<file path="config.mk">
export PLATFORM = sky130hd
export DESIGN_NAME = dcm_lock_sequencer
export DESIGN_NICKNAME = d
export VERILOG_FILES = /design/src/rtl/dcm_lock_sequencer.sv
export SDC_FILE = /design/constraint.sdc
export NUM_CORES = 1
export LEC_CHECK = 0
export CORE_MARGIN = 8
export CORE_UTILIZATION = 40
export DETAILED_ROUTE_END_ITERATION = 10
export GPL_TIMING_DRIVEN = 0
export PLACE_DENSITY_LB_ADDON = 0.08
export RECOVER_POWER = 50
export SETUP_SLACK_MARGIN = 0.15
export SYNTH_ARGS = -nofsm -noshare
export SYNTH_HDL_FRONTEND = slang
export SYNTH_SLANG_ARGS = --single-unit
</file>
<file path="constraint.sdc">
create_clock -name Clk -period 2.6 [get_ports Clk]
set_input_delay 0.52 -clock Clk [delete_from_list [all_inputs] [get_ports Clk]]
set_output_delay 0.52 -clock Clk [all_outputs]
set_load 0.02 [all_outputs]
</file>
<file path="src/rtl/dcm_lock_sequencer.sv">
// dcm_lock_sequencer: drives the DCM reset pulse, qualifies LOCKED and releases the generated-clock system reset.
// Defining DCM_SEQ_FX_STOP_CHECK_EN also restarts the DCM when DcmStatus[2] (CLKFX stopped) is seen.
module dcm_lock_sequencer #(
   parameter int RST_PULSE_CYCLES    = 4,
   parameter int LOCK_TIMEOUT_CYCLES = 100000,
   parameter int LOCK_STABLE_CYCLES  = 64
) (
   input  logic       Clk,
   input  logic       RstN,
   input  logic       DcmLocked,
   input  logic [7:0] DcmStatus,
   output logic       DcmRst,
   output logic       SysRstN,
   output logic       Locked,
   output logic       LockLost,
   output logic [7:0] RetryCount
);
   localparam int MaxAB = (RST_PULSE_CYCLES > LOCK_TIMEOUT_CYCLES) ? RST_PULSE_CYCLES : LOCK_TIMEOUT_CYCLES;
   localparam int MaxCycles = (MaxAB > LOCK_STABLE_CYCLES) ? MaxAB : LOCK_STABLE_CYCLES;
   localparam int CntW = (MaxCycles > 1) ? $clog2(MaxCycles) : 1;
   localparam logic [CntW-1:0] PulseLast = CntW'(RST_PULSE_CYCLES - 1);
   localparam logic [CntW-1:0] TimeoutLast = CntW'(LOCK_TIMEOUT_CYCLES - 1);
   localparam logic [CntW-1:0] StableLast = CntW'(LOCK_STABLE_CYCLES - 1);

   typedef enum logic [1:0] {RESET_DCM, WAIT_LOCK, STABILIZE, RUN} stateT;

   stateT state;
   logic [CntW-1:0] cnt;
   logic lkMeta, lkS, fxStop, waitDone, unusedStatus;
   logic [7:0] retryNext;

`ifdef DCM_SEQ_FX_STOP_CHECK_EN
   logic fxMeta, fxStopS;
   always_ff @(posedge Clk or negedge RstN)
      if (!RstN) {fxMeta, fxStopS} <= 2'b00;
      else {fxMeta, fxStopS} <= {DcmStatus[2], fxMeta};
   assign fxStop = fxStopS;
`else
   assign fxStop = 1'b0;
`endif

   assign unusedStatus = ^DcmStatus;
   assign waitDone = cnt == TimeoutLast;
   assign retryNext = RetryCount + 8'(RetryCount != 8'hFF);

   always_ff @(posedge Clk or negedge RstN) begin
      if (!RstN) begin
         state <= RESET_DCM;
         cnt <= '0;
         DcmRst <= 1'b1;
         SysRstN <= 1'b0;
         Locked <= 1'b0;
         LockLost <= 1'b0;
         RetryCount <= 8'd0;
         lkMeta <= 1'b0;
         lkS <= 1'b0;
      end else begin
         lkMeta <= DcmLocked;
         lkS <= lkMeta;
         LockLost <= 1'b0;
         case (state)
            RESET_DCM:
               if (cnt == PulseLast) begin
                  state <= WAIT_LOCK;
                  cnt <= '0;
                  DcmRst <= 1'b0;
               end else cnt <= cnt + CntW'(1);
            WAIT_LOCK:
               if (fxStop || (!lkS && waitDone)) begin
                  state <= RESET_DCM;
                  cnt <= '0;
                  DcmRst <= 1'b1;
                  if (waitDone) RetryCount <= retryNext;
               end else if (lkS) begin
                  state <= STABILIZE;
                  cnt <= '0;
               end else cnt <= cnt + CntW'(1);
            STABILIZE:
               if (fxStop) begin
                  state <= RESET_DCM;
                  cnt <= '0;
                  DcmRst <= 1'b1;
               end else if (!lkS) begin
                  state <= WAIT_LOCK;
                  cnt <= '0;
               end else if (cnt == StableLast) begin
                  state <= RUN;
                  cnt <= '0;
                  SysRstN <= 1'b1;
                  Locked <= 1'b1;
               end else cnt <= cnt + CntW'(1);
            RUN:
               // Lock loss: drop the system reset and flag it in the same cycle the restart begins
               if (fxStop || !lkS) begin
                  state <= RESET_DCM;
                  cnt <= '0;
                  DcmRst <= 1'b1;
                  SysRstN <= 1'b0;
                  Locked <= 1'b0;
                  LockLost <= 1'b1;
               end
         endcase
      end
   end
endmodule

</file>
After elaboration in Yosys (flattened, before gate mapping)

Cells that the tools add are included.

Add/sub/neg operators: 2
Equality and inequality tests: 14
Multiplexer cells: 24
Bitwise gates (word level): 1
Reduce and logical (&&, ||, !) cells: 8

Operator list:

| kind                                                                    | count |
|---|---|
| 17-bit 2-to-1 mux                                                       | 6 |
| 17-bit case mux with 4 select lines                                     | 1 |
| 17-bit by 1-bit adder with 17-bit output (second input constant)        | 1 |
| 17-bit equality test (second input constant)                            | 1 |
| 17-bit by 2-bit equality test with 1-bit output (second input constant) | 1 |
| 17-bit by 6-bit equality test with 1-bit output (second input constant) | 1 |
| 2-bit 2-to-1 mux                                                        | 6 |
| 4-bit AND reduction                                                     | 3 |
| 2-bit != test (second input constant)                                   | 5 |
| 8-bit by 1-bit adder with 8-bit output                                  | 1 |
| 1-bit 2-to-1 mux                                                        | 8 |
| 8-bit != test (second input constant)                                   | 1 |
| 2-bit case mux with 4 select lines                                      | 1 |
| 3-bit != test (second input constant)                                   | 2 |
| 2-bit equality test (second input constant)                             | 2 |
| 1-bit case mux with 3 select lines                                      | 1 |
| 3-bit AND reduction                                                     | 1 |
| 2-bit by 1-bit equality test with 1-bit output (second input constant)  | 1 |
| 2-bit logical NOT                                                       | 1 |
| 1-bit case mux with 2 select lines                                      | 1 |
| 2-bit nonzero test                                                      | 1 |
| 1-bit logical AND                                                       | 1 |
| 1-bit logical NOT                                                       | 1 |
| 1-bit NOT                                                               | 1 |

Register bits: 32
Input port bits: 11
Output and inout port bits: 12
Word-level logic and storage cells: 57

Depth between registers and ports, before layout

Depth in word-level cells: 4
Mapped depth: 8
Mapped depth without buffers: 8

Worst setup path after synthesis

OpenSTA, ideal clock, no wires.

Path type: flip-flop to flip-flop
From: register RetryCount[3]
To: register RetryCount[1]
Data arrival time: 1.770 ns
Path slack: 0.702 ns
Stages on the path, launching flop included: 7
Path through: dfrtp_1 and3_1 nand2_1 or2_2 ha_1 ha_1 mux2_1

Word-level cells in the longest chain between the ends: 2

RTL lines:

| element                                | line | text |
|---|---|---|
| from (decl)                            | 16   | `output logic [7:0] RetryCount` |
| from (signal assigned)                 | 73   | `if (waitDone) RetryCount <= retryNext;` |
| 8-bit != test                          | 44   | `assign retryNext = RetryCount + 8'(RetryCount != 8'hFF);` |
| 8-bit by 1-bit adder with 8-bit output | 44   |  |
| net retryNext[1]                       | 30   | `logic [7:0] retryNext;` |

The timed path passes the listed nets, and every way through them passes these cells.
A chain may end at the register's enable or synchronous reset.

Worst setup path in the final report

From: register cnt[0]
To: register cnt[12]

Word-level cells in the longest chain between the ends: 4
Elaborated cells on any way between the ends: 11
Those cells by class: add/sub: 1; eq/ne: 3; mux: 6; reduce/logical: 1

RTL lines:

| element                                                          | line       | text |
|---|---|---|
| from (decl)                                                      | 28         | `logic [CntW-1:0] cnt;` |
| from (signal assigned)                                           | 67         | `end else cnt <= cnt + CntW'(1);` |
| from (signal assigned)                                           | 77         | `end else cnt <= cnt + CntW'(1);` |
| from (signal assigned)                                           | 91         | `end else cnt <= cnt + CntW'(1);` |
| 17-bit by 1-bit adder with 17-bit output (tied with other cells) | 67, 77, 91 |  |
| 17-bit 2-to-1 mux (tied with other cells)                        | 86         | `end else if (cnt == StableLast) begin` |
| 17-bit 2-to-1 mux (on tied branches)                             | 83, 69     |  |
| 17-bit case mux with 4 select lines *                            | 61         | `case (state)` |

Every way passes the cells marked *; elsewhere a longest branch is shown, timed or not.

==> results by group <==
Route
  – TritonRoute pass-1 iters: 4
  – DRC: 0
  – Met2 wire length: around 1.5 mm
  – Remaining antenna violation count: 0
  – Highest metal used: met4
  – Routed via count: about 1300
  – WL final: 3.36 mm
  – WL per Instance: ~14 µm
  – Met3 WL: 185 µm
  – Metal1 wirelength: 1.62 mm
  – Vias per Instance: 5.35
  – Number of DRC markers in iteration 0: 125

Timing
  – Fin crit period: 2170 ps
  – Max Clk Rate: roughly 460 MHz
  – Unrepaired setup endpoints after global routing: false
  – Final hold vios: 0
  – Setup ws final: 427 ps
  – Worst-margin pin slew: 1700 ps
  – Final clock skew: 6.68 ps
  – Final Setup Violations: 0
  – Final setup TNS: 0 ps
  – Crit share post-route: 0.836
  – Slew margin rel.: -0.136
  – Final Slew Violations: 33

Placement
  – Detail Placement HPWL: 2.43 mm
  – Total placed instance area: 0.00184 mm²
  – Placed cell count: 231
  – Placer Congestion: 0.795
  – DP Worst Slack: 448 ps
  – Port bufs: 14

Finish
  – Area Growth Syn to Fin: 16.8%
  – Design area: 0.00192 mm²
  – Commonest non-fill, non-tap cell in the layout: dfrtp_1
  – Fin cells: 239
  – Diode count: 0
  – Fillers: 376
  – Layout cell share with drive strength beyond 1: 0.0847
  – Most frequent cells in the layout: dfrtp_1 (31), nor2_1 (19), nand2_1 (12)
  – Nets: about 200

Power and ir drop
  – P per Cell Area: 650 mW/mm²
  – Maximum VDD drop: 0.259 mV
  – Pleak: 0.864 nW

Setup path
  – Largest stage delay, worst path: 430 ps
  – Arrival time at the worst endpoint: 2340 ps
  – Critical Path Source Type: register
  – CP bufs+invs: 1
  – Worst Path Max Fanout: 10
  – Top delay family on crit path: compound AO/OA/AOI/OAI gates
  – Crit path capture type: register
  – Kind of critical path: register to register
  – Req. time, crit path: 2770 ps
  – CP max-delay cell: a211oi_1
  – Crit-path cells: ha_1 -> and4_4 -> nand4_2 -> a211oi_1 -> o211a_1 -> buf_4 -> nor2_1

Clocking
  – Buffers from clock root to sink, at most: 2
  – CTS resizes: 0
  – Clk_lat worst skew: 280 ps
  – H-tree depth: 2
  – Post-CTS Setup Inserts: 0
  – CTS tree: yes
  – CTS Root Cell: clkbuf_8
  – Clock buffer count from CTS: 5
  – Post-CTS Hold Buffers: 0
  – CTS sink cnt: 32
  – Clk slew on worst S/H paths: approximately 70 ps

Synth
  – Largest area contributor in the netlist: dfrtp_1
  – Post-synthesis net count: 181
  – Most common flop cell mapped by yosys: dfrtp_1
  – Post-synth EDFFs: 0
  – Synth Warn #: 0
  – Netlist cell types: 41
  – Mapped cell area: approximately 0.0016 mm²
  – Synthesized area per cell: 9.84 µm²
  – Register area share after synthesis: 0.488
  – Ys async rst share: 1.00
  – Synth top area share: 0.472
  – Mapped Cells: 167
  – Synth area leaders: dfrtp_1 (47%), xor2_1 (5.3%), nor2_1 (4.3%), xnor2_1 (4.3%), nand4_1 (3.0%)
  – Synth Register Bits: 32

Die
  – IO Pins: 23
  – Die width: between 80 and 90 µm
  – Overall die area: 0.00642 mm²
  – Die height: 80.1 µm
  – Core ar.: around 0.0040 mm²
  – Site Rows: 23
  – Initial Utilization: 0.414

Global routing
  – First-pass GRT wire length: about 5.8 mm
  – Largest net degree at the start of global routing: 33
  – GRT Overall Usage: 0.114
  – Number of global-route vias before repair: 1194
  – Grt total ovfl: 0
  – Initial antenna violation count: 0

Run status
  – Failing checks: max-capacitance violations, max-slew violations
  – Status: finished, violations left

Flow run
  – Maxcap violations: 1

Min path
  – Worst hold path class: register to register
==> stage by stage <==
stage,total power [mW],hold WS [ps],utilization
floorplan,0.804,224,-
global placement,0.896,333,0.465
detailed placement,0.898,339,0.464
CTS,1.26,314,0.484
global route,1.32,370,0.484
finish,1.25,366,0.484
==> power by group <==
group	total, mW	internal (mW)	switching, mW
combinational	0.306	0.115	0.190
sequential	0.582	0.543	0.0390
clock	0.361	0.187	0.174
total	1.25	0.845	0.403
==> synth_stat cells, drive strengths merged (4+ instances only) <==
cell type and n:
dfrtp 31, nor2 19, nand2 12, xor2 10, nand4 9, nor3 9, and3 8, xnor2 8
inv 6, nand3 6, o21ai 6, a21oi 4, and2 4, buf 4
==> final cells by class <==
cell class	count	area, µm²	area share
inverters	6	22.5	0.0117
repair buffers	14	134	0.0697
plain buffers	5	27.5	0.0143
clock buffers	7	76.3	0.0397
well taps	50	62.6	0.0326
multi-input cells	124	791	0.412
flip-flops and latches	32	802	0.418
clock inverters	1	5.00	0.00261
==> logic make-up (layout without fill, tap and decap cells) <==
family,Yosys count,count (layout),share of synthesized area
buf+inv,11,33,0.0312
fa+ha+maj,3,3,0.0228
flops,32,32,0.488
xor+xnor,18,18,0.0959
simple gates,76,76,0.246
compound gates,25,25,0.103
mux,2,2,0.0137
==> path summary, 6_finish.rpt <==
path,from,endpoint,slack (ps),cells past startpoint
max,cnt[0],cnt[12],430,7
min,lkMeta,lkS,370,0
max reg2reg,cnt[0],cnt[12],430,7
min reg2reg,lkMeta,lkS,370,0
max in group asynchronous,RstN,RetryCount[1],940,1
min in group asynchronous,RstN,state[1],680,1
==> registers in the layout, summed over array words and instances (netlist names) <==
name / count
Locked: 1
lkMeta: 1
DcmRst: 1
LockLost: 1
RetryCount: 8
lkS: 1
state: 2
cnt: 17
==> metal layers <==
metal  track usage  vias up
li1              -      637
met1         0.149      611
met2         0.165       23
met3        0.0391        7
met4        0.0545        0
met5             0        -
Power figures use the tool's default switching activity.
